==> src/rtl/coin_acceptor_pkg.sv <==
// Shared definitions for the coin acceptor front end: coin codes as seen by
// vending_machine, channel state encodings and a width helper.
package coin_acceptor_pkg;

  // Coin code driven onto {I, J}; vending_machine decodes the same values.
  typedef enum logic [1:0] {
    COIN_NONE = 2'b00,
    COIN_5    = 2'b10,
    COIN_10   = 2'b11
  } coin_code_e;

  typedef enum logic [1:0] {
    CH_IDLE    = 2'b00,
    CH_PRESENT = 2'b01,
    CH_JAM     = 2'b10
  } ch_state_e;

  // Bits needed to hold 0..max_val, never less than one bit.
  function automatic int width_for(input int max_val);
    return (max_val < 2) ? 1 : $clog2(max_val + 1);
  endfunction

endpackage

==> src/rtl/coin_acceptor_channel.sv <==
// One coin sensor channel: synchroniser, debounce filter, arming guard and
// coin presence FSM. Emits a one-cycle push for every good coin and a jam level.
//
// state      | meaning
// -----------+------------------------------------------------------------
// CH_IDLE    | no coin in the sensor (or channel not yet armed)
// CH_PRESENT | coin passing; duration counter measures filtered-high time
// CH_JAM     | coin stuck longer than JAM_CYCLES; wait for filtered fall
module coin_acceptor_channel
  import coin_acceptor_pkg::*;
#(
  parameter int SYNC_STAGES = 2,
  parameter int DEBOUNCE    = 4,
  parameter int JAM_CYCLES  = 64
) (
  input  logic clk,
  input  logic rst,
  input  logic sense_i,
  output logic push_o,
  output logic jam_o
);

  localparam int DB_W  = width_for(DEBOUNCE);
  localparam int DUR_W = width_for(JAM_CYCLES);
  localparam logic [DB_W-1:0]  DB_LAST = DB_W'(DEBOUNCE - 1);
  localparam logic [DUR_W-1:0] DUR_MAX = DUR_W'(JAM_CYCLES);
  localparam logic [DUR_W-1:0] DUR_JAM = DUR_W'(JAM_CYCLES - 1);

  logic [SYNC_STAGES-1:0] sync_q;
  logic [SYNC_STAGES-1:0] primed_q;
  logic                   sync_lvl;
  logic                   primed;
  logic                   filt_q, filt_d;
  logic [DB_W-1:0]        db_cnt_q, db_cnt_d;
  logic                   armed_q, armed_d;
  ch_state_e              state_q, state_d;
  logic [DUR_W-1:0]       dur_q, dur_d;
  logic                   push_q, push_d;

  assign sync_lvl = sync_q[SYNC_STAGES-1];
  // primed marks the point where the synchroniser output reflects the pin
  // rather than its reset value, so arming never trusts the reset zeros.
  assign primed   = primed_q[SYNC_STAGES-1];

  // Synchroniser chain and its parallel "output is valid" shift register.
  always_ff @(posedge clk or negedge rst) begin
    if (!rst) begin
      sync_q   <= '0;
      primed_q <= '0;
    end else begin
      sync_q   <= {sync_q[SYNC_STAGES-2:0], sense_i};
      primed_q <= {primed_q[SYNC_STAGES-2:0], 1'b1};
    end
  end

  // Debounce: follow the synchronised level after DEBOUNCE stable differing cycles.
  always_comb begin
    filt_d   = filt_q;
    db_cnt_d = '0;
    if (sync_lvl != filt_q) begin
      if (db_cnt_q == DB_LAST) begin
        filt_d = sync_lvl;
      end else begin
        db_cnt_d = db_cnt_q + 1'b1;
      end
    end
  end

  // Arm only once the pin is seen low, so a sensor held through reset is ignored.
  always_comb begin
    armed_d = armed_q | (primed & ~sync_lvl & ~filt_q);
  end

  // Coin presence FSM: next state, duration counter and push request.
  always_comb begin
    state_d = state_q;
    dur_d   = dur_q;
    push_d  = 1'b0;
    unique case (state_q)
      CH_IDLE: begin
        if (filt_q && armed_q) begin
          state_d = CH_PRESENT;
          dur_d   = '0;
        end
      end
      CH_PRESENT: begin
        if (!filt_q) begin
          state_d = CH_IDLE;
          push_d  = (dur_q < DUR_MAX);
        end else begin
          dur_d = (dur_q == DUR_MAX) ? dur_q : dur_q + 1'b1;
          if (dur_q == DUR_JAM) begin
            state_d = CH_JAM;
          end
        end
      end
      CH_JAM: begin
        if (!filt_q) begin
          state_d = CH_IDLE;
        end
      end
      default: state_d = CH_IDLE;
    endcase
  end

  // Filter, arming and FSM registers.
  always_ff @(posedge clk or negedge rst) begin
    if (!rst) begin
      filt_q   <= 1'b0;
      db_cnt_q <= '0;
      armed_q  <= 1'b0;
      state_q  <= CH_IDLE;
      dur_q    <= '0;
      push_q   <= 1'b0;
    end else begin
      filt_q   <= filt_d;
      db_cnt_q <= db_cnt_d;
      armed_q  <= armed_d;
      state_q  <= state_d;
      dur_q    <= dur_d;
      push_q   <= push_d;
    end
  end

  assign push_o = push_q;
  assign jam_o  = (state_q == CH_JAM);

endmodule

==> src/rtl/coin_acceptor.sv <==
// Coin acceptor front end: two sensor channels, push arbitration (A before B),
// coin FIFO and paced issue of one-cycle coin codes on I/J to vending_machine.
// FIFO_DEPTH must be a power of two, at least 2.
module coin_acceptor
  import coin_acceptor_pkg::*;
#(
  parameter int SYNC_STAGES = 2,
  parameter int DEBOUNCE    = 4,
  parameter int JAM_CYCLES  = 64,
  parameter int FIFO_DEPTH  = 4,
  parameter int GAP         = 1
) (
  input  logic                          clk,
  input  logic                          rst,
  input  logic                          sense_a,
  input  logic                          sense_b,
  output logic                          I,
  output logic                          J,
  output logic                          reject,
  output logic                          jam,
  output logic [$clog2(FIFO_DEPTH):0]   fifo_count
);

  localparam int AW    = $clog2(FIFO_DEPTH);
  localparam int PW    = AW + 1;
  localparam int GAP_W = width_for(GAP);

  logic             push_a, push_b, jam_a, jam_b;
  logic             pend_a_q, pend_a_d, pend_b_q, pend_b_d;
  coin_code_e       mem_q [FIFO_DEPTH];
  logic [PW-1:0]    wr_ptr_q, wr_ptr_d, rd_ptr_q, rd_ptr_d;
  logic [PW-1:0]    count;
  logic             full, empty, pop;
  logic             push_req, push_ok;
  coin_code_e       push_code;
  logic [GAP_W-1:0] gap_q, gap_d;
  coin_code_e       issue_q, issue_d;
  logic             reject_q, reject_d;

  coin_acceptor_channel #(
    .SYNC_STAGES (SYNC_STAGES),
    .DEBOUNCE    (DEBOUNCE),
    .JAM_CYCLES  (JAM_CYCLES)
  ) u_chan_a (
    .clk     (clk),
    .rst     (rst),
    .sense_i (sense_a),
    .push_o  (push_a),
    .jam_o   (jam_a)
  );

  coin_acceptor_channel #(
    .SYNC_STAGES (SYNC_STAGES),
    .DEBOUNCE    (DEBOUNCE),
    .JAM_CYCLES  (JAM_CYCLES)
  ) u_chan_b (
    .clk     (clk),
    .rst     (rst),
    .sense_i (sense_b),
    .push_o  (push_b),
    .jam_o   (jam_b)
  );

  // Arbitration, FIFO bookkeeping and issue pacing.
  always_comb begin
    count     = wr_ptr_q - rd_ptr_q;
    full      = (count == PW'(FIFO_DEPTH));
    empty     = (count == '0);
    pop       = !empty && (gap_q == '0);
    push_req  = pend_a_q | pend_b_q;
    push_code = pend_a_q ? COIN_5 : COIN_10;
    // A full FIFO still takes the coin when the head leaves in the same cycle.
    push_ok   = push_req && (!full || pop);
    // A pending coin is always consumed on its turn, accepted or dropped.
    pend_a_d  = push_a;
    pend_b_d  = (pend_b_q & pend_a_q) | push_b;
    wr_ptr_d  = push_ok ? wr_ptr_q + 1'b1 : wr_ptr_q;
    rd_ptr_d  = pop ? rd_ptr_q + 1'b1 : rd_ptr_q;
    issue_d   = pop ? mem_q[rd_ptr_q[AW-1:0]] : COIN_NONE;
    reject_d  = push_req && full && !pop;
    gap_d     = gap_q;
    if (pop) begin
      gap_d = GAP_W'(GAP);
    end else if (gap_q != '0) begin
      gap_d = gap_q - 1'b1;
    end
  end

  // Control registers; coin storage itself needs no reset since pointers gate it.
  always_ff @(posedge clk or negedge rst) begin
    if (!rst) begin
      pend_a_q <= 1'b0;
      pend_b_q <= 1'b0;
      wr_ptr_q <= '0;
      rd_ptr_q <= '0;
      gap_q    <= '0;
      issue_q  <= COIN_NONE;
      reject_q <= 1'b0;
    end else begin
      pend_a_q <= pend_a_d;
      pend_b_q <= pend_b_d;
      wr_ptr_q <= wr_ptr_d;
      rd_ptr_q <= rd_ptr_d;
      gap_q    <= gap_d;
      issue_q  <= issue_d;
      reject_q <= reject_d;
    end
  end

  // FIFO storage write port.
  always_ff @(posedge clk) begin
    if (push_ok) begin
      mem_q[wr_ptr_q[AW-1:0]] <= push_code;
    end
  end

  assign I          = issue_q[1];
  assign J          = issue_q[0];
  assign reject     = reject_q;
  assign jam        = jam_a | jam_b;
  assign fifo_count = count;

endmodule
==> config.mk <==
export PLATFORM = sky130hd
export DESIGN_NAME = coin_acceptor
export DESIGN_NICKNAME = d
export VERILOG_FILES = /design/src/rtl/coin_acceptor_pkg.sv /design/src/rtl/coin_acceptor_channel.sv /design/src/rtl/coin_acceptor.sv
export SDC_FILE = /design/constraint.sdc
export NUM_CORES = 1
export LEC_CHECK = 0
export BUFFER_PORTS_ARGS = -buffer_cell sky130_fd_sc_hd__buf_4
export CAP_MARGIN = 20
export CORE_MARGIN = 2
export CORE_UTILIZATION = 40
export DETAILED_ROUTE_END_ITERATION = 10
export HOLD_SLACK_MARGIN = 0.15
export PLACE_DENSITY = 0.63
export SLEW_MARGIN = 20
export SYNTH_ARGS = -nofsm -noshare
export SYNTH_HDL_FRONTEND = slang
export SYNTH_SLANG_ARGS = --single-unit
==> constraint.sdc <==
create_clock -name clk -period 2.8 [get_ports clk]
set_input_delay 0.28 -clock clk [delete_from_list [all_inputs] [get_ports clk]]
set_output_delay 0.28 -clock clk [all_outputs]
set_load 0.02 [all_outputs]
==> results of run 1 <==
## Yosys cell counts (all sizes together)
cell type  count  share of area [%]
a211oi         1               0.53
nor2          13                2.2
fa             1               0.84
o221ai         1               0.37
inv           14                2.2
nor4b          1               0.37
nor2b          6                1.6
a22o           1               0.37
xor2           2               0.74
and4           1               0.37
and2           7                2.1
or4            1               0.32
edfxtp         4                5.1
nand2         11                1.7
nor3b          4                1.3
o21ai         11                2.3
dfrtp         47                 50
ha            12                6.3
xnor2          6                2.2
a21oi          4               0.84
nor4           3               0.79
a32o           1               0.42
buf            2               0.53
nor4bb         3                1.3
nand4          1               0.26
nand4bb        1               0.47
nand2b         7                1.8
xor3           1                1.1
conb           1               0.16
nor3           6                1.3
or3            4                1.1
nand3b         1               0.32
a21o           3               0.95
a21boi         1               0.32
a31o           1               0.37
a311o          1               0.42
clkbuf         2               0.37
a41oi          1                1.2
mux4           1               0.95
nand3         11                2.3
mux2           5                2.4
## how the worst min path moves through the flow
stage / from / to / cells after the start
final: u_chan_b.primed_q[0] / u_chan_a.primed_q[1] / 0
after floorplan: rst / gap_q / 0
after CTS: u_chan_a.push_o / pend_a_q / 0
after global routing: u_chan_b.primed_q[0] / u_chan_a.primed_q[1] / 0
after detailed placement: rst / rd_ptr_q[2] / 1
after global placement: rst / issue_q[0] / 1
## report_power, final
group / leakage, nW / internal (mW) / switching [mW] / total (mW)
Combinational: 0.482 / 0.544 / 0.648 / 1.19
Clock: 0.0517 / 0.203 / 0.239 / 0.442
Sequential: 0.633 / 0.953 / 0.175 / 1.13
Total: 1.17 / 1.70 / 1.06 / 2.76
## registers in the layout, indices dropped and copies added (netlist names), 3 cells and up
signal	cells
u_chan_b.db_cnt_q	3
wr_ptr_q	3
u_chan_a.dur_q	7
mem_q	4
u_chan_a.db_cnt_q	3
u_chan_b.dur_q	7
rd_ptr_q	3
## worst max-delay path, delay by kind of cell, from the launching register on
| kind | cells | cell delay, ns |
|---|---|---|
| simple gates | 1 | 0.20 |
| compound gates | 1 | 0.33 |
| xor+xnor | 1 | 0.31 |
| flops | 1 | 0.38 |
| buf+inv | 1 | 0.11 |
| fa+ha+maj | 2 | 0.64 |
## through the flow
stage / util (%) / instances / power (mW) / worst slack (ns)
after CTS: 45.7 / 298 / 2.80 / 0.549
final: 45.7 / 298 / 2.76 / 0.560
after floorplan: - / 205 / 2.03 / 0.639
after detailed placement: 43.5 / 287 / 2.34 / 0.563
after global placement: 43.5 / 287 / 2.31 / 0.624
after global routing: 45.7 / 298 / 2.99 / 0.439
## routing by layer
layer | up-vias | share of wire (%) | GRT usage (%)
met5 | - | 0 | 0
met4 | 0 | 1.1 | 3.56
met3 | 4 | 3.5 | 3.44
met2 | 27 | 46 | 20.9
met1 | 743 | 49 | 17.3
li1 | 739 | - | -
## area by class of cell
| class | count | area (um2) | area share, % |
|---|---|---|---|
| Clock buffer | 6 | 82.6 | 3.11 |
| Clock inverter | 2 | 15.0 | 0.566 |
| Inverter | 14 | 52.6 | 1.98 |
| Multi-Input combinational cell | 136 | 1000 | 37.7 |
| Sequential cell | 51 | 1300 | 48.8 |
| Timing Repair Buffer | 14 | 113 | 4.24 |
| Tap cell | 75 | 93.8 | 3.53 |
## cells by family after synthesis
| logic type | count (synthesis) |
|---|---|
| DFF | 51 |
| muxes | 6 |
| AOI/OAI and AO/OA | 26 |
| and+or+nand+nor | 81 |
| buffers and inverters | 18 |
| adders and majority gates | 13 |
| xor gates and xnor gates | 9 |
| other | 1 |
==> results.yml, run 1 <==
clock_tree:
  cts-buffers-inserted: 5
  cts.sinks: 51
  root_buffer: "sky130_fd_sc_hd__clkbuf_8"
  max-clock-path-buffers: 2
  cts-resized-gates: 0
  hold_buffers: 3
  ctsHtreeMaxLevel: 2
  clk_transition_reported_paths_ns: 0.09
  clk-insertion-delay-late_ns: 0.29
  cts_tree: "built"
  postCtsSetupBuffers: 0
worst_setup_path:
  critical_path_required_ns: 2.82
  reg_to_reg_startpoint: "wr_ptr_q[0]"
  critical_path_arrival_ns: 2.26
  slowest_delay_ns: 0.42
  timing.reg2reg.worst_path_depth: 6
  critical_path_cell_by_cell: "inv_1 -> ha_1 -> fa_1 -> xor3_2 -> a41oi_4 -> and2_4"
  worstSetupStartpointType: "flip-flop"
  setup.worst_path.end: "mem_q[3]"
  cpMaxStageDelayCell: "sky130_fd_sc_hd__fa_1"
  end_kind: "flip-flop"
  worstSetupStartpoint: "wr_ptr_q[0]"
  worst-r2r-setup-slack_ns: 0.56
  path_class: "flip-flop to flip-flop"
  worst-path-max-fanout: 7
  reg2reg_to: "mem_q[3]"
finish:
  finalInstanceArea_mm2: 0.00266
  finish.net_count: 239
  insertedDiodeCount: 0
  layout.cells.most_common: "sky130_fd_sc_hd__dfrtp_1"
  fillCellCount: 571
  layout.cells.most_common_list: "47 x sky130_fd_sc_hd__dfrtp_1, 14 x sky130_fd_sc_hd__inv_1, 12 x sky130_fd_sc_hd__nor2_1, 12 x sky130_fd_sc_hd__ha_1"
  area_delta_synth_final_pct: 11.9
  drive_gt1_share_pct: 15.2
yosys:
  synth_top_family_by_area: "simple AND/OR/NAND/NOR gates"
  yosys.area_share.adder_pct: 7.17
  yosys.area_share.xor_xnor_pct: 4.01
  count_of_unique_library_cells_instantiated_by_yosys: 46
  post_syn_area_per_cell_um2: 11.6
  synth_fp_nets: 222
  synth-seq-cells: 51
  synth_cells: 205
  post_synth_mux_area_share_pct: 3.32
  synth-compound-area-share_pct: 8.07
  synthesis.area_mm2: 0.00237
  post_synth_and_or_nand_nor_area_fraction_pct: 19.5
  yosysSeqAreaShare_pct: 54.6
  number_of_warnings_issued_by_yosys: 0
die:
  die-height_um: 81.0
  coreArea_mm2: 0.00582
  design.die.area_mm2: 0.00656
  top_level_ports: 11
  rows: 28
  floorplan.initialDensity_pct: 40.8
  die_width_um: 81.0
sta:
  fin_setup_tns_ns: 0
  max_slew_margin_pct: 60.8
  final-setup-viol-count: 0
  final-max-slew-violation-count: 0
  unrepaired_setup_endpoints_after_global_routing: "false"
  worst_pin_slew_ns: 0.588
  finalHoldViolations: 0
  period_needed_ns: 2.24
  timing.hold.ws_ns: 0.353
  final_period_utilization_pct: 80.0
  max_clock_freq_mhz: 446
  skew_ns: 0.00657
grt:
  vias_in_the_first_global_route: 1462
  antenna_found_initial: 0
  grt_start_max_net_pins: 48
  grt_overflow: 0
  groute.usage.overall_pct: 13.0
  grt_pass1_wl_um: 6580
routing:
  drt_first_iter_violations: 95
  detail_route.wl_per_cell_um: 12.4
  antenna_violating_nets_post_route: 0
  drcViolationCount: 0
  route.vias.total: 1513
  drt_pass1_iterations: 4
  routed_via_density: 5.08
  drt_wl_total_um: 3710
pwr:
  cellPowerDensity_mw_per_mm2: 1040
  ir_worst_vdd_mv: 0.582
  total_leakage_power_nw: 1.17
run:
  cap_viol_max_count: 0
placement:
  post_dp_cell_area_mm2: 0.00253
  dp.final_hpwl_um: 2660
  gp_congestion: 0.777
  port-buffer-count: 10
outcome:
  status: "finished, final reports clean"
worst_hold_path:
  timing.hold.worst.class: "flip-flop to flip-flop"
Note: power is estimated with default switching activity, not from simulation.
==> run 2, diff against run 1 <==
--- a/config.mk
+++ b/config.mk
@@ -5,13 +5,14 @@
 export SDC_FILE = /design/constraint.sdc
 export NUM_CORES = 1
 export LEC_CHECK = 0
+export ABC_AREA = 1
 export BUFFER_PORTS_ARGS = -buffer_cell sky130_fd_sc_hd__buf_4
 export CAP_MARGIN = 20
 export CORE_MARGIN = 2
 export CORE_UTILIZATION = 40
 export DETAILED_ROUTE_END_ITERATION = 10
 export HOLD_SLACK_MARGIN = 0.15
-export PLACE_DENSITY = 0.63
+export PLACE_DENSITY = 0.65
 export SLEW_MARGIN = 20
 export SYNTH_ARGS = -nofsm -noshare
 export SYNTH_HDL_FRONTEND = slang
==> constraint.sdc (replaced) <==
create_clock -name clk -period 1.8 [get_ports clk]
set_input_delay 0.18 -clock clk [delete_from_list [all_inputs] [get_ports clk]]
set_output_delay 0.18 -clock clk [all_outputs]
set_load 0.02 [all_outputs]
==> results.yml, run 2 <==
yosys:
  post_synth_and_or_nand_nor_area_fraction_pct: 26.5
  netlist_top_cells_count: "65 x sky130_fd_sc_hd__nand2_1, 47 x sky130_fd_sc_hd__dfrtp_1, 41 x sky130_fd_sc_hd__inv_1"
  yosys.area_share.xor_xnor_pct: 1.67
  synth_cells: 291
  number_of_warnings_issued_by_yosys: 0
  synth-compound-area-share_pct: 7.36
  synthesis.area_mm2: 0.00262
  post_synth_mux_area_share_pct: 0.430
  synth_fp_nets: 308
  ys_async_sr_fraction_pct: 92.2
  count_of_unique_library_cells_instantiated_by_yosys: 35
  post-synth-top-area-cell: "sky130_fd_sc_hd__dfrtp_1"
  yosysSeqAreaShare_pct: 49.5
  synthFlopType: "sky130_fd_sc_hd__dfrtp_1"
  synth_top_family_by_area: "simple AND/OR/NAND/NOR gates"
  post_syn_area_per_cell_um2: 9.00
  synth_top_area_share_pct: 44.9
  yosys.cell_count.top_type: "sky130_fd_sc_hd__nand2_1"
  synth-seq-cells: 51
  yosys.area_share.adder_pct: 6.50
  synth_area_leaders: "sky130_fd_sc_hd__dfrtp_1 45%, sky130_fd_sc_hd__nand2_1 9.3%, sky130_fd_sc_hd__inv_1 5.9%"
  synth_edf_count: 4
routing:
  drt_pass1_iterations: 4
  routed_via_density: 4.70
  route.vias.total: 1846
  antenna_violating_nets_post_route: 0
  drt_wl_total_um: 4220
  drcViolationCount: 0
  detail_route.wl_per_cell_um: 10.7
  drt_first_iter_violations: 98
clock_tree:
  max-clock-path-buffers: 2
  clk_transition_reported_paths_ns: 0.10
  root_buffer: "sky130_fd_sc_hd__clkbuf_8"
  cts-buffers-inserted: 5
  clk-insertion-delay-late_ns: 0.30
  ctsHtreeMaxLevel: 2
  cts_tree: "built"
  cts.sinks: 51
pwr:
  power_switching_mw: 2.04
  ir_worst_vdd_mv: 1.31
  combinationalPowerShare_pct: 49.3
  share_of_power_burned_in_the_clock_network_pct: 14.4
  share_seq_of_total_power_pct: 36.3
  sw_frac_of_total_pct: 43.2
  total_leakage_power_nw: 1.44
  cellInternalPower_mw: 2.67
  cellPowerDensity_mw_per_mm2: 1560
worst_setup_path:
  critical_path_required_ns: 1.62
  worst-path-max-fanout: 2
  critical_path_arrival_ns: 1.74
  critPathTopFamily: "adder cells"
  slowest_delay_ns: 0.42
  cpMaxStageDelayCell: "sky130_fd_sc_hd__dfrtp_1"
  worst_path_most_repeated_cell: "sky130_fd_sc_hd__nand2_2"
  worstPathBufferInverterCount: 3
  path_class: "flip-flop to primary output"
  critical_path_cell_by_cell: "ha_4 -> fa_2 -> inv_2 -> nand2_2 -> nand2_2 -> nand2_2 -> nand2_2 -> inv_2 -> buf_6"
  worstSetupStartpointType: "flip-flop"
  end_kind: "primary output"
finish:
  area_taken_by_multi_input_logic_gates_mm2: 0.00118
  post-route-util_pct: 47.4
  area_delta_synth_final_pct: 15.0
  layout.cells.most_common_list: "58 x sky130_fd_sc_hd__nand2_1, 47 x sky130_fd_sc_hd__dfrtp_1, 37 x sky130_fd_sc_hd__inv_1, 23 x sky130_fd_sc_hd__nand3_1, 19 x sky130_fd_sc_hd__nor2_1"
  layout.cells.most_common: "sky130_fd_sc_hd__nand2_1"
  fillCellCount: 610
  seq_area_mm2: 0.00130
  drive_gt1_share_pct: 24.7
  insertedDiodeCount: 0
  finish.net_count: 332
grt:
  grt_start_max_net_pins: 48
  antenna_found_initial: 0
  vias_in_the_first_global_route: 1719
  grt_overflow: 0
  grt_pass1_wl_um: 7600
  groute.usage.overall_pct: 13.0
outcome:
  violations: "negative setup slack"
  status: "finished, violations left"
die:
  coreArea_mm2: 0.00635
  die_width_um: 84.9
  floorplan.initialDensity_pct: 41.2
  die-height_um: 84.9
  top_level_ports: 11
  rows: 29
  design.die.area_mm2: 0.00721
sta:
  period_needed_ns: 1.92
  unrepaired_setup_endpoints_after_global_routing: "true"
  max_slew_margin_pct: 59.8
  final_period_utilization_pct: 107
  skew_ns: 0.00933
  worst_pin_slew_ns: 0.603
  fin_setup_tns_ns: -0.709
  finalHoldViolations: 0
  max_clock_freq_mhz: 520
  final-setup-viol-count: 8
  setup_ws_ns: -0.125
  final-max-slew-violation-count: 0
placement:
  gp_congestion: 0.752
  dp.final_hpwl_um: 2930
  port-buffer-count: 10
  placement.setup.worst_slack_ns: 0.0120
run:
  cap_viol_max_count: 0
worst_hold_path:
  timing.hold.worst.class: "flip-flop to flip-flop"
run 2: per-stage QoR:
step	hold WS (ns)	instance area (um2)	cells	power, mW
floorplan	-0.116	2640	291	3.28
detailed placement	0.233	2820	380	3.83
global route	0.367	3010	393	5.11
global placement	0.239	2820	380	3.77
CTS	0.358	3000	393	4.70
finish	0.356	3010	393	4.71
run 2: worst paths after layout:
path	slack [ns]	start	endpoint	cells after the start
hold reg to reg	0.36	u_chan_b.primed_q[0]	u_chan_a.primed_q[1]	0
setup reg to reg	-0.11	rd_ptr_q[0]	mem_q[1]	10
max in group asynchronous	0.97	rst	u_chan_a.dur_q[2]	2
setup / recovery	-0.12	rd_ptr_q[0]	fifo_count[2]	9
min in group asynchronous	0.42	rst	rd_ptr_q[2]	2
hold / removal	0.36	u_chan_b.primed_q[0]	u_chan_a.primed_q[1]	0
run 2: final cells by class:
| type | instances | area share, % |
|---|---|---|
| Timing Repair Buffer | 22 | 6.11 |
| Clock buffer | 5 | 2.29 |
| Tap cell | 77 | 3.20 |
| Sequential cell | 51 | 43.1 |
| Clock inverter | 3 | 0.831 |
| Inverter | 43 | 5.36 |
| Multi-Input combinational cell | 192 | 39.2 |
run 2: cell families after synthesis:
group | Yosys count
flops | 51
buf+inv | 48
simple gates | 143
fa+ha+maj | 13
mux | 1
other cells | 1
xor+xnor | 5
compound gates | 29
run 2: per-layer routing:
layer	share of wire (%)	routed length [um]	vias up	global-route usage [%]
met5	0	0	-	0
met4	0.95	40	0	3.90
met3	2.7	112	4	2.92
met2	46	1950	16	20.8
met1	50	2120	858	17.7
li1	-	-	968	-
run 2: what timing repair did:
| item | 4_1_cts | 5_1_grt |
|---|---|---|
| gates resized for setup | 13 | 7 |
| hold buffers | 3 | 0 |
| hold endpoints to repair | 49 | 0 |
| buffers inserted | 2 | 0 |
| pin swaps | 6 | 6 |
| endpoints found under the setup margin | 8 | 15 |
run 2: power by group through the flow:
stage	sequential [mW]	combinational, mW	clock (mW)
after floorplan	1.70	1.58	0
after global placement	1.73	2.05	0
after detailed placement	1.73	2.10	0
after CTS	1.71	2.28	0.701
after global routing	1.75	2.62	0.740
final	1.71	2.32	0.678
==> run 3, diff against run 2 <==
--- a/config.mk
+++ b/config.mk
@@ -9,10 +9,11 @@
 export BUFFER_PORTS_ARGS = -buffer_cell sky130_fd_sc_hd__buf_4
 export CAP_MARGIN = 20
 export CORE_MARGIN = 2
-export CORE_UTILIZATION = 40
+export CORE_UTILIZATION = 55
 export DETAILED_ROUTE_END_ITERATION = 10
 export HOLD_SLACK_MARGIN = 0.15
-export PLACE_DENSITY = 0.65
+export MAX_ROUTING_LAYER = met4
+export PLACE_DENSITY = 0.82
 export SLEW_MARGIN = 20
 export SYNTH_ARGS = -nofsm -noshare
 export SYNTH_HDL_FRONTEND = slang
==> results.yml, run 3 (same netlist as run 2, synthesis figures left out) <==
clock_tree:
  clk_transition_reported_paths_ns: 0.09
  root_buffer: "sky130_fd_sc_hd__clkbuf_8"
  clk-insertion-delay-late_ns: 0.31
  cts-buffers-inserted: 5
  cts_tree: "built"
  ctsHtreeMaxLevel: 2
  cts.sinks: 51
  max-clock-path-buffers: 2
grt:
  grt_start_max_net_pins: 48
  vias_in_the_first_global_route: 1857
  antenna_found_initial: 0
  groute.usage.overall_pct: 19.9
  grt_pass1_wl_um: 7920
  grt_overflow: 0
placement:
  gp_congestion: 0.784
  port-buffer-count: 10
  dp.final_hpwl_um: 3020
  placed_cells_incl_taps: 357
sta:
  final-setup-viol-count: 9
  max_clock_freq_mhz: 506
  final_period_utilization_pct: 110
  finalHoldViolations: 0
  max_slew_margin_pct: 60.4
  period_needed_ns: 1.97
  final-max-slew-violation-count: 0
  setup_ws_ns: -0.175
  timing.hold.ws_ns: 0.357
  worst_pin_slew_ns: 0.593
  unrepaired_setup_endpoints_after_global_routing: "true"
  skew_ns: 0.00813
die:
  rows: 25
  coreArea_mm2: 0.00466
  design.die.area_mm2: 0.00533
  die_width_um: 73
  floorplan.initialDensity_pct: 56.2
  die-height_um: 73
  top_level_ports: 11
routing:
  drcViolationCount: 0
  drt_first_iter_violations: 89
  drt_pass1_iterations: 4
  antenna_violating_nets_post_route: 0
  drt_wl_total_um: 4580
  routed_via_density: 5.24
  route.vias.total: 1932
  detail_route.wl_per_cell_um: 12.4
pwr:
  total_leakage_power_nw: 1.45
  combinationalPowerShare_pct: 48.8
  ir_worst_vdd_mv: 0.913
  cellInternalPower_mw: 2.81
  power_switching_mw: 2.10
  sw_frac_of_total_pct: 42.8
  cellPowerDensity_mw_per_mm2: 1630
  share_seq_of_total_power_pct: 35.0
  share_of_power_burned_in_the_clock_network_pct: 16.2
worst_hold_path:
  timing.hold.worst.class: "flip-flop to flip-flop"
worst_setup_path:
  worst_path_most_repeated_cell: "sky130_fd_sc_hd__nand2_2"
  critical_path_cell_by_cell: "ha_4 -> fa_2 -> inv_2 -> nand2_2 -> nand2_2 -> nand2_2 -> buf_4 -> nand3_2 -> nand2_4 -> nor2_4"
  worstSetupStartpointType: "flip-flop"
  critical_path_arrival_ns: 2.01
  path_class: "flip-flop to flip-flop"
  worst-path-max-fanout: 5
  critical_path_required_ns: 1.83
  end_kind: "flip-flop"
  slowest_delay_ns: 0.43
  cpMaxStageDelayCell: "sky130_fd_sc_hd__dfrtp_1"
finish:
  finish.net_count: 331
  area_taken_by_multi_input_logic_gates_mm2: 0.00119
  insertedDiodeCount: 0
  post_layout_nonfiller_instances: 369
  area_delta_synth_final_pct: 15.0
  seq_area_mm2: 0.00130
  layout.cells.most_common_list: "56 x sky130_fd_sc_hd__nand2_1, 47 x sky130_fd_sc_hd__dfrtp_1, 38 x sky130_fd_sc_hd__inv_1, 23 x sky130_fd_sc_hd__nand3_1, 19 x sky130_fd_sc_hd__nor2_1"
  layout.cells.most_common: "sky130_fd_sc_hd__nand2_1"
  fillCellCount: 366
  drive_gt1_share_pct: 24.8
outcome:
  violations: "negative setup slack"
  status: "finished, violations left"
run:
  cap_viol_max_count: 0
## run 3: cell count changes in the layout (fill, tap and decap cells not counted), moves of 2 or more
cell | before | now
sky130_fd_sc_hd__nand2_2 | 13 | 15
sky130_fd_sc_hd__nand2_1 | 58 | 56
sky130_fd_sc_hd__buf_4 | 16 | 14
sky130_fd_sc_hd__clkinv_4 | 2 | 0
## run 3: what timing repair did
item	4_1_cts	5_1_grt
buffers inserted	1	0
pin swaps	7	2
hold buffers	3	0
hold endpoints to repair	49	0
resized for setup	15	8
endpoints found under the setup margin	9	15
## run 3: final cells by class
type | count | share of cell area (%)
timing repair buffer | 21 | 5.99
sequential | 51 | 43.1
multi-input combinational | 192 | 39.5
inverter | 43 | 5.36
tap | 54 | 2.24
clock buffer | 7 | 3.57
clock inverter | 1 | 0.291
## run 3: worst max-delay path, delay by kind of cell, from the launching register on
family / cells / cell delay [ns]
fa+ha+maj: 2 / 0.55
buf+inv: 2 / 0.20
flops: 1 / 0.43
simple gates: 6 / 0.52
## run 3: through the flow
stage | util, % | setup slack [ns] | power [mW] | cell area [um2] | setup TNS, ns
finish | 64.6 | -0.175 | 4.91 | 3010 | -1.06
CTS | 64.1 | -0.140 | 4.84 | 2990 | -0.544
detailed placement | 59.9 | -0.00520 | 3.84 | 2790 | -0.0146
global placement | 59.9 | 0.0442 | 3.75 | 2790 | 0
floorplan | - | -0.0370 | 3.28 | 2640 | -0.148
global route | 64.6 | -0.242 | 5.34 | 3010 | -2.12
## run 3: power groups by stage
stage / clock (mW) / sequential [mW] / combinational [mW]
6_report: 0.795 / 1.72 / 2.40
5_1_grt: 0.856 / 1.76 / 2.73
4_1_cts: 0.808 / 1.72 / 2.31
3_5_place_dp: 0 / 1.74 / 2.10
3_3_place_gp: 0 / 1.72 / 2.02
2_1_floorplan: 0 / 1.70 / 1.58
## run 3: path summary, 6_finish.rpt
kind | from | endpoint | slack, ns | cells after the start
min in group asynchronous | rst | wr_ptr_q[1] | 0.40 | 2
setup / recovery | rd_ptr_q[0] | mem_q[2] | -0.17 | 10
hold / removal | u_chan_a.sync_q[0] | u_chan_a.sync_q[1] | 0.36 | 0
setup reg to reg | rd_ptr_q[0] | mem_q[2] | -0.17 | 10
max in group asynchronous | rst | u_chan_a.filt_q | 0.99 | 2
hold reg to reg | u_chan_a.sync_q[0] | u_chan_a.sync_q[1] | 0.36 | 0
## run 3: per-layer routing
layer  track usage, %  part of all wire [%]  vias to the layer above
li1                 -                     -                      964
met1             23.1                    44                      935
met2             32.9                    51                       23
met3             3.87                   2.2                       10
met4             9.88                   2.4                        0
met5                -                     0                        -
